[src/rtl/cafe_pkg.sv]
// Shared definitions for the coffee machine credit path: FSM states of the
// change dispenser and coin values expressed in 100-unit steps.
package cafe_pkg;

    localparam int N_DEF     = 4;
    localparam int VALOR_500 = 5;
    localparam int VALOR_100 = 1;

    typedef enum logic [2:0] {
        REPOSO   = 3'd0,
        VERIFICA = 3'd1,
        ENTREGA  = 3'd2,
        VUELTO   = 3'd3,
        ESPERA   = 3'd4,
        FIN      = 3'd5
    } estado_vuelto_t;

endpackage

[src/rtl/devolucion_vuelto_if.sv]
// Purchase/change bundle between the dispenser FSM, the credit counter,
// the front panel and the coin ejector.
interface devolucion_vuelto_if #(
    parameter int N = 4
);
    logic [N-1:0] credito;
    logic [N-1:0] precio;
    logic         iniciar;
    logic         expulsor_listo;
    logic         ocupado;
    logic         producto;
    logic         pedido500;
    logic         pedido100;
    logic         error;
    logic         hecho;
    logic         limpiar;
    logic [N-1:0] resto;

    modport master (
        output credito, precio, iniciar, expulsor_listo,
        input  ocupado, producto, pedido500, pedido100, error, hecho, limpiar, resto
    );

    modport slave (
        input  credito, precio, iniciar, expulsor_listo,
        output ocupado, producto, pedido500, pedido100, error, hecho, limpiar, resto
    );
endinterface

[src/rtl/devolucion_vuelto.sv]
// Charges the product price against the accumulated credit, pulses the
// dispenser, then returns change greedily (500s first, then 100s) via req/ack.
module devolucion_vuelto
    import cafe_pkg::*;
#(
    parameter int N         = N_DEF,
    parameter int VALOR_500 = cafe_pkg::VALOR_500
) (
    input  logic              clk,
    input  logic              reset,
    devolucion_vuelto_if.slave bus
);

    localparam logic [2:0] ST_REPOSO   = 3'(REPOSO);
    localparam logic [2:0] ST_VERIFICA = 3'(VERIFICA);
    localparam logic [2:0] ST_ENTREGA  = 3'(ENTREGA);
    localparam logic [2:0] ST_VUELTO   = 3'(VUELTO);
    localparam logic [2:0] ST_ESPERA   = 3'(ESPERA);
    localparam logic [2:0] ST_FIN      = 3'(FIN);

    localparam logic [N-1:0] PASO_500 = N'(VALOR_500);
    localparam logic [N-1:0] PASO_100 = N'(VALOR_100);

    logic [2:0]   estado;
    logic [N-1:0] credito_r;
    logic [N-1:0] precio_r;
    logic [N-1:0] resto_r;
    logic         error_r;
    logic         sel500;

    always_ff @(posedge clk) begin
        if (reset) begin
            estado    <= ST_REPOSO;
            credito_r <= '0;
            precio_r  <= '0;
            resto_r   <= '0;
            error_r   <= 1'b0;
            sel500    <= 1'b0;
        end else begin
            case (estado)
                ST_REPOSO: begin
                    if (bus.iniciar) begin
                        credito_r <= bus.credito;
                        precio_r  <= bus.precio;
                        error_r   <= 1'b0;
                        estado    <= ST_VERIFICA;
                    end
                end
                ST_VERIFICA: begin
                    // Short credit refunds everything and skips the dispenser.
                    if (credito_r < precio_r) begin
                        error_r <= 1'b1;
                        resto_r <= credito_r;
                        estado  <= ST_VUELTO;
                    end else begin
                        resto_r <= credito_r - precio_r;
                        estado  <= ST_ENTREGA;
                    end
                end
                ST_ENTREGA: estado <= ST_VUELTO;
                ST_VUELTO: begin
                    if (resto_r == '0) begin
                        estado <= ST_FIN;
                    end else begin
                        sel500 <= (resto_r >= PASO_500);
                        estado <= ST_ESPERA;
                    end
                end
                ST_ESPERA: begin
                    // The selected coin never exceeds resto, so no wrap here.
                    if (bus.expulsor_listo) begin
                        resto_r <= resto_r - (sel500 ? PASO_500 : PASO_100);
                        estado  <= ST_VUELTO;
                    end
                end
                ST_FIN:  estado <= ST_REPOSO;
                default: estado <= ST_REPOSO;
            endcase
        end
    end

    assign bus.ocupado   = (estado != ST_REPOSO);
    assign bus.producto  = (estado == ST_ENTREGA);
    assign bus.pedido500 = (estado == ST_ESPERA) &&  sel500;
    assign bus.pedido100 = (estado == ST_ESPERA) && !sel500;
    assign bus.hecho     = (estado == ST_FIN);
    assign bus.limpiar   = (estado == ST_FIN);
    assign bus.error     = error_r;
    assign bus.resto     = resto_r;

endmodule

[src/flat_wrapper.sv]
// flat-port wrapper written by rule: the top's interface ports become plain ports
module devolucion_vuelto_flat import cafe_pkg::*;
#(
    parameter int N         = N_DEF,
    parameter int VALOR_500 = cafe_pkg::VALOR_500
)
  (clk, reset, bus_credito, bus_precio, bus_iniciar, bus_expulsor_listo, bus_ocupado, bus_producto, bus_pedido500, bus_pedido100, bus_error, bus_hecho, bus_limpiar, bus_resto);
  devolucion_vuelto_if #(.N(N)) bus_i ();
  input  logic clk;
  input  logic reset;
  input wire logic [$bits(bus_i.credito)-1:0] bus_credito;
  input wire logic [$bits(bus_i.precio)-1:0] bus_precio;
  input wire logic [$bits(bus_i.iniciar)-1:0] bus_iniciar;
  input wire logic [$bits(bus_i.expulsor_listo)-1:0] bus_expulsor_listo;
  output wire logic [$bits(bus_i.ocupado)-1:0] bus_ocupado;
  output wire logic [$bits(bus_i.producto)-1:0] bus_producto;
  output wire logic [$bits(bus_i.pedido500)-1:0] bus_pedido500;
  output wire logic [$bits(bus_i.pedido100)-1:0] bus_pedido100;
  output wire logic [$bits(bus_i.error)-1:0] bus_error;
  output wire logic [$bits(bus_i.hecho)-1:0] bus_hecho;
  output wire logic [$bits(bus_i.limpiar)-1:0] bus_limpiar;
  output wire logic [$bits(bus_i.resto)-1:0] bus_resto;
  assign bus_i.credito = bus_credito;
  assign bus_i.precio = bus_precio;
  assign bus_i.iniciar = bus_iniciar;
  assign bus_i.expulsor_listo = bus_expulsor_listo;
  assign bus_ocupado = bus_i.ocupado;
  assign bus_producto = bus_i.producto;
  assign bus_pedido500 = bus_i.pedido500;
  assign bus_pedido100 = bus_i.pedido100;
  assign bus_error = bus_i.error;
  assign bus_hecho = bus_i.hecho;
  assign bus_limpiar = bus_i.limpiar;
  assign bus_resto = bus_i.resto;
  devolucion_vuelto #(.N(N), .VALOR_500(VALOR_500)) u_core (.clk(clk), .reset(reset), .bus(bus_i));
endmodule
[config.mk]
export PLATFORM = sky130hd
export DESIGN_NAME = devolucion_vuelto_flat
export DESIGN_NICKNAME = d
export VERILOG_FILES = /design/src/rtl/cafe_pkg.sv /design/src/rtl/devolucion_vuelto_if.sv /design/src/rtl/devolucion_vuelto.sv /design/src/flat_wrapper.sv
export SDC_FILE = /design/constraint.sdc
export NUM_CORES = 1
export LEC_CHECK = 0
export BUFFER_PORTS_ARGS = -buffer_cell sky130_fd_sc_hd__buf_2
export CAP_MARGIN = 5
export CORE_MARGIN = 5
export CORE_UTILIZATION = 40
export CTS_CLUSTER_SIZE = 12
export DETAILED_ROUTE_END_ITERATION = 10
export PLACE_DENSITY = 0.63
export SLEW_MARGIN = 20
export SYNTH_ARGS = -nofsm -noshare
export SYNTH_HDL_FRONTEND = slang
export SYNTH_SLANG_ARGS = --single-unit
[constraint.sdc]
create_clock -name clk -period 1.7 [get_ports clk]
set_clock_uncertainty 0.05 [all_clocks]
set_input_delay 0.34 -clock clk [delete_from_list [all_inputs] [get_ports clk]]
set_output_delay 0.34 -clock clk [all_outputs]
set_load 0.02 [all_outputs]
### Word level (Yosys, flattened, before mapping)

Cells that the tools add are included.

* memories kept: 0
* ROM bits: 0
* output and inout port bits: 11
* register bits: 17
* input bits: 12
* word-level logic and storage cells: 44
* RAM bits: 0
* bits in latches: 0

* div/mod/pow operators: 0
* magnitude comparators: 2
* equal/unequal tests: 8
* $add $sub $neg: 2
* bitwise gates (word level): 1
* multipliers: 0
* mux-type cells: 12
* shift operators: 0
* reduce and logical (&&, ||, !) cells: 13

Operator list (number)
* 3-bit one-hot mux with 5 select lines: 1
* 3-bit 2-to-1 mux: 3
* 4-bit 2-to-1 mux: 2
* 4-bit one-hot mux with 2 select lines: 1
* 2-bit AND reduction: 4
* 4-bit subtractor: 2
* 3-bit by 2-bit equality test with 1-bit output, second input constant: 2
* 3-bit equality test, second input constant: 2
* 4-bit by 3-bit >= comparator with 1-bit output, second input constant: 1
* 4-bit zero test: 1
* 4-bit < comparator: 1
* 1-bit 2-to-1 mux: 4
* 2-bit != test, second input constant: 2
* 2-bit nonzero test: 2
* 3-bit by 1-bit equality test with 1-bit output, second input constant: 1
* 3-bit zero test: 1
* 3-bit AND reduction: 1
* 3-bit nonzero test: 1
* 1-bit logical AND: 2
* 2-bit by 1-bit != test with 1-bit output, second input constant: 1
* 1-bit one-hot mux with 2 select lines: 1
* 1-bit zero test: 1
* 1-bit NOT: 1

### Depth between registers and ports, before layout

Gate-level depths: netlist of run 1.

* depth in word-level cells: 4
* depth in mapped cells: 9

### Worst setup path before layout of run 1

OpenSTA, ideal clock, no wires.

* path kind: register -> register
* start point: reg u_core.credito_r[0]
* end point: reg u_core.resto_r[2] (netlist: u_core.bus.resto[2])
* slack: -0.105 ns
* clock period less this slack: 1.805 ns
* arrival time: 1.629 ns
* cell stages (with the launch flop): 10
* library setup time: 0.126 ns
* cell sequence: dfxtp_1 inv_1 ha_1 inv_1 fa_1 nand3_1 nand2_2 mux2_1 a21oi_1 nor3_2

* word-level cells in the longest chain between the ends: 3
* elaborated cells between the ends (all ways): 4

Ends and longest elaborated chain
* from (decl): line devolucion_vuelto.sv:25 `logic [N-1:0] credito_r;`
* from (signal assigned): line devolucion_vuelto.sv:43 `credito_r <= bus.credito;`
* 4-bit subtractor / 4-bit < comparator (equally long branches): line devolucion_vuelto.sv:56, devolucion_vuelto.sv:51
* 4-bit 2-to-1 mux (*): line devolucion_vuelto.sv:51 `if (credito_r < precio_r) begin`
* 4-bit one-hot mux with 2 select lines (*): line devolucion_vuelto.sv:40 `case (estado)`
* to (signal assigned): line devolucion_vuelto.sv:53 `resto_r <= credito_r;`
* to (signal assigned): line devolucion_vuelto.sv:56 `resto_r <= credito_r - precio_r;`
* to (signal assigned): line devolucion_vuelto.sv:72 `resto_r <= resto_r - (sel500 ? PASO_500 : PASO_100);`
* to (decl): line devolucion_vuelto.sv:27 `logic [N-1:0] resto_r;`

Every way passes the cells marked *; elsewhere a longest branch is shown, timed or not.
A chain may end at the register's enable or synchronous reset.

### Final worst setup path of run 1

Same ends and word-level chain as after synthesis.

==> results of run 1 <==
==> state kept, by name (all words and copies together), names as in the netlist <==
signal	count
u_core.bus.error	1
u_core.bus.resto	4
u_core.estado	3
u_core.precio_r	4
u_core.sel500	1
u_core.credito_r	4
==> repair_timing <==
item	CTS	global route
endpoints found under the setup margin	4	9
hold endpoints to repair	0	0
pin swaps	5	3
gates resized for setup	13	14
setup buffers	1	5
==> where the power goes <==
part           total [mW]  internal (mW)  switching, mW
combinational       0.915          0.440          0.475
sequential          0.526          0.468         0.0581
clock               0.221         0.0876          0.133
total                1.66          0.995          0.666
==> per-layer routing <==
metal	part of all wire	wire length, um	GRT usage	vias up
li1	-	-	-	539
met4	0.0090	23	0.0398	0
met5	0	0	0	-
met2	0.51	1310	0.254	23
met3	0.050	128	0.0396	4
met1	0.43	1090	0.151	476
==> area by class of cell <==
class,instances,area (um^2),share of cell area
well taps,31,38.8,0.0269
clock buffers,3,22.5,0.0156
clock inverters,1,5.00,0.00347
multi-input cells,105,732,0.507
repair buffers,38,256,0.178
inverters,9,38.8,0.0269
flip-flops and latches,17,349,0.242
==> cell families (layout without fill, tap and decap cells) <==
| group | Yosys count | in the layout | synth area share |
|---|---|---|---|
| mux | 3 | 3 | 0.0298 |
| xor+xnor | 4 | 4 | 0.0321 |
| simple gates | 57 | 57 | 0.258 |
| flops | 17 | 17 | 0.312 |
| buf+inv | 16 | 51 | 0.0756 |
| compound gates | 32 | 32 | 0.183 |
| fa+ha+maj | 9 | 9 | 0.110 |
==> tightest hold or removal path: stages <==
cell,delay (ps)
buf_2,90
nand2_1,40
a21oi_1,50
==> through the flow <==
step	hold slack (ps)	util	instances	cell area, um^2
floorplan	386	-	138	1100
global placement	398	0.478	194	1280
detailed placement	401	0.478	194	1280
CTS	220	0.506	199	1360
global route	208	0.537	204	1440
finish	218	0.537	204	1440
==> placed cells by master (no fill, tap or decap), types with 3 or more instances in the layout <==
master    instances
xor2_1            3
clkbuf_4          3
a21oi_2           3
dfxtp_1          12
nor2_1           13
inv_1             6
o21a_1            3
a21oi_1          15
buf_6             5
dfxtp_2           4
ha_1              7
buf_4            14
nand2_1          22
buf_2            19
nor3_1            3
nand2b_1          3
==> path summary, 6_finish.rpt <==
check	start	endpoint	slack, ps
max	u_core.credito_r[0]	u_core.bus.resto[2]	-6
min	bus_credito[0]	u_core.credito_r[0]	220
max reg2reg	u_core.credito_r[0]	u_core.bus.resto[2]	-6
min reg2reg	u_core.precio_r[2]	u_core.precio_r[2]	410
==> impl_metrics.toml, run 1 <==
[sta]
rsz0062_at_grt = "yes"
final-hold-violation-count = 0
fin_setup_tns_ps = -5.63
layout_worst_path_cycle_share = 1.00
fin_ws_ps = -5.63
fmax_mhz = 586
setup_viol = 1
drv_slew = 0
fin_crit_ps = 1710
relSlewSlack = 0.746
worst_pin_slew_ps = 371

[run_status]
status = "finished with violations"
violations = "setup timing"

[synthesis]
syn_area_mm2 = 0.00109
synth_edf_count = 0
synthTopCellsByArea = "dfxtp_1 31%, ha_1 9.2%, nand2_1 7.6%"
ys_dominant_reg_cell = "dfxtp_1"
synth_top_area_frac = 0.312
synth.net_count = 159
async_flop_share = 0
syn-mean-instance-area_um2 = 7.92
yosysUniqueCellTypes = 42
synth_seq_area_share = 0.312
synth_cells = 138
yosysWarningCount = 0
synth_common_cells = "22 x nand2_1, 17 x dfxtp_1, 16 x a21oi_1"
ys_ff_latch = 17
synth_largest_area_cell = "dfxtp_1"
synth.most_common_cell = "nand2_1"

[clocking]
cts.sinks = 17
cts_hold_buffers = 0
clkLatencyLatePin_ps = 290
cts-buffers-inserted = 3
htreeDepth = 1
clk_pin_slew_worst_paths_ps = 100
cts_tree = "yes"
root_buffer = "clkbuf_4"
clockBufferDepth = 2

[setup_path]
path_cells = "inv_2, ha_4, inv_2, fa_2, nand3_2, nand2_4, mux2_4, a21oi_2, nor3_2"
cp_top_family = "adder cells"
r2r_cells = 9
cp.arrival_ps = 1840
path_common_cell = "inv_2"
critPathKind = "reg2reg"
critical_path_required_ps = 1830
cp.depth = 9
slowest_delay_ps = 350
start_kind = "flip-flop"
critPathBufInv = 2
cp-end-kind = "flip-flop"
cp_max_fo = 4
cp_slowest_cell = "fa_2"

[min_path]
holdPathStages = 3
hold_path_class = "in2reg"

[floorplanning]
rows = 19
die_w_um = 62.3
initial_core_util = 0.407
dieArea_mm2 = 0.00388
io_pins = 23
die_h_um = 62.3
core_mm2 = 0.00269

[grt]
grt_max_degree = 18
grt_pass1_wl_um = 4460
grt_pass1_vias = 1051
grt_antenna_before_repair = 0
grt_usage = 0.138
overflow = 0

[placed_design]
gp_congestion = 0.781
dp.final_hpwl_um = 1970
port_buffers = 22
dp_slack_ps = -88.1

[pwr]
static-leakage-power_nw = 0.616
ir_drop_mv = 0.683
power_density_mw_per_mm2 = 1150
power_mw = 1.66

[final_layout]
n_antenna_cell = 0
area_growth_pct = 32.1
fillers = 283
drive_above_1_share = 0.387
finalNetCount = 195

[route]
dr.pass1.iters = 4
drtIter0Drc = 18
route.detailed.drc = 0
via_per_inst = 5.11
drt-wirelength-per-cell_um = 12.5
via_count = 1042
ant_nets = 0
wl_um = 2550

[job]
drv_cap = 0
(Power assumes the default switching activity.)
==> run 2: changes to the inputs <==
CTS_BUF_LIST = sky130_fd_sc_hd__clkbuf_8   (was unset)
==> impl_metrics.toml, run 2 (synthesis results as in run 1) <==
[run_status]
status = "finished with violations"
violations = "setup timing"

[placed_design]
place_inst = 194
port_buffers = 22
gp_congestion = 0.781
dp.final_hpwl_um = 1970

[setup_path]
slowest_delay_ps = 360
cp_slowest_cell = "fa_2"
path_cells = "inv_2, ha_4, inv_2, fa_2, nand3_2, nand2_4, mux2_4, a21oi_2, nor3_2"
cp-end-kind = "flip-flop"
cp.depth = 9
path_common_cell = "inv_2"
cp_max_fo = 4
critical_path_required_ps = 1790
r2r_cells = 9
start_kind = "flip-flop"
critPathKind = "reg2reg"
rrSetupSlack_ps = -1
cp.arrival_ps = 1790
cp_top_family = "adder cells"
critPathBufInv = 2

[pwr]
ir_drop_mv = 0.764
internal-power_mw = 1.02
pwr-share-seq = 0.313
clockPowerShare = 0.183
pwr-share-comb = 0.505
switching_share = 0.391
power_density_mw_per_mm2 = 1210
switchingPower_mw = 0.654
static-leakage-power_nw = 0.594

[route]
drt-wirelength-per-cell_um = 12.5
ant_nets = 0
drtIter0Drc = 13
via_per_inst = 5.09
dr.pass1.iters = 2
via_count = 1012
wl_um = 2480
route.detailed.drc = 0

[grt]
grt_antenna_before_repair = 0
grt_usage = 0.138
grt_pass1_vias = 1040
grt_pass1_wl_um = 4470
overflow = 0
grt_max_degree = 18

[floorplanning]
initial_core_util = 0.407
die_w_um = 62.3
rows = 19
io_pins = 23
dieArea_mm2 = 0.00388
die_h_um = 62.3
core_mm2 = 0.00269

[sta]
drv_slew = 0
worst_pin_slew_ps = 365
setup_viol = 1
fmax_mhz = 588
relSlewSlack = 0.751
fin_crit_ps = 1700
final-hold-violation-count = 0
fin_hold_ws_ps = 264
fin_ws_ps = -1.28
rsz0062_at_grt = "yes"
layout_worst_path_cycle_share = 1.00

[final_layout]
multiInputGateArea_um2 = 712
fin_cells = 199
utilization = 0.515
final_cell_mix = "22 x nand2_1, 21 x buf_2, 15 x a21oi_1"
seq_area_um2 = 348
drive_above_1_share = 0.351
fillers = 287
layout_commonest_cell = "nand2_1"
n_antenna_cell = 0
area_growth_pct = 26.6
finalNetCount = 190

[clocking]
htreeDepth = 1
cts-buffers-inserted = 3
cts_tree = "yes"
cts_hold_buffers = 0
cts.sinks = 17
clockBufferDepth = 2
root_buffer = "clkbuf_8"
clk_pin_slew_worst_paths_ps = 70
clkLatencyLatePin_ps = 250

[min_path]
holdPathStages = 3
hold_path_class = "in2reg"

[job]
drv_cap = 0
-- run 2: final cells by class --
class | instances | share of cell area
multi-input cells | 105 | 0.515
flip-flops and latches | 17 | 0.252
repair buffers | 33 | 0.144
clock buffers | 3 | 0.0299
inverters | 9 | 0.0281
well taps | 31 | 0.0281
clock inverters | 1 | 0.00362
-- run 2: routing by layer --
| metal | vias up | routed length, um | global-route usage |
|---|---|---|---|
| met5 | - | 0 | 0 |
| met4 | 0 | 31 | 0.0398 |
| met3 | 3 | 117 | 0.0342 |
| met2 | 22 | 1250 | 0.256 |
| met1 | 454 | 1080 | 0.152 |
| li1 | 533 | - | - |
-- run 2: power by group through the flow --
stage / sequential (mW) / clock (mW) / combinational [mW]
3_5_place_dp: 0.529 / 0 / 0.782
4_1_cts: 0.520 / 0.313 / 0.829
6_report: 0.522 / 0.305 / 0.844
3_3_place_gp: 0.527 / 0 / 0.759
5_1_grt: 0.533 / 0.332 / 0.946
2_1_floorplan: 0.561 / 0 / 0.525
-- run 2: path summary, 6_finish.rpt --
| path | startpoint | endpoint |
|---|---|---|
| setup / recovery | u_core.credito_r[0] | u_core.bus.resto[2] |
| hold / removal | bus_credito[0] | u_core.credito_r[0] |
| setup reg to reg | u_core.credito_r[0] | u_core.bus.resto[2] |
| hold reg to reg | u_core.precio_r[2] | u_core.precio_r[2] |
-- run 2: stage by stage --
stage / cell area, um^2 / power [mW] / setup WS, ps / setup TNS [ps]
after floorplan: 1100 / 1.09 / -43.5 / -43.5
after global placement: 1280 / 1.29 / -47.2 / -56.4
after detailed placement: 1280 / 1.31 / -88.1 / -152
after CTS: 1370 / 1.66 / -9.84 / -9.84
after global routing: 1380 / 1.81 / -57.9 / -159
final: 1380 / 1.67 / -1.28 / -1.28
-- run 2: repair_timing --
item | in CTS | in global routing
setup buffers | 1 | 0
endpoints found under the setup margin | 4 | 8
pin swaps | 4 | 1
gates resized for setup | 12 | 4
-- run 2: tightest hold or removal path, delay by kind of cell --
kind	cells	cell delay (ps)
buf+inv	1	90
compound gates	1	50
simple gates	1	40
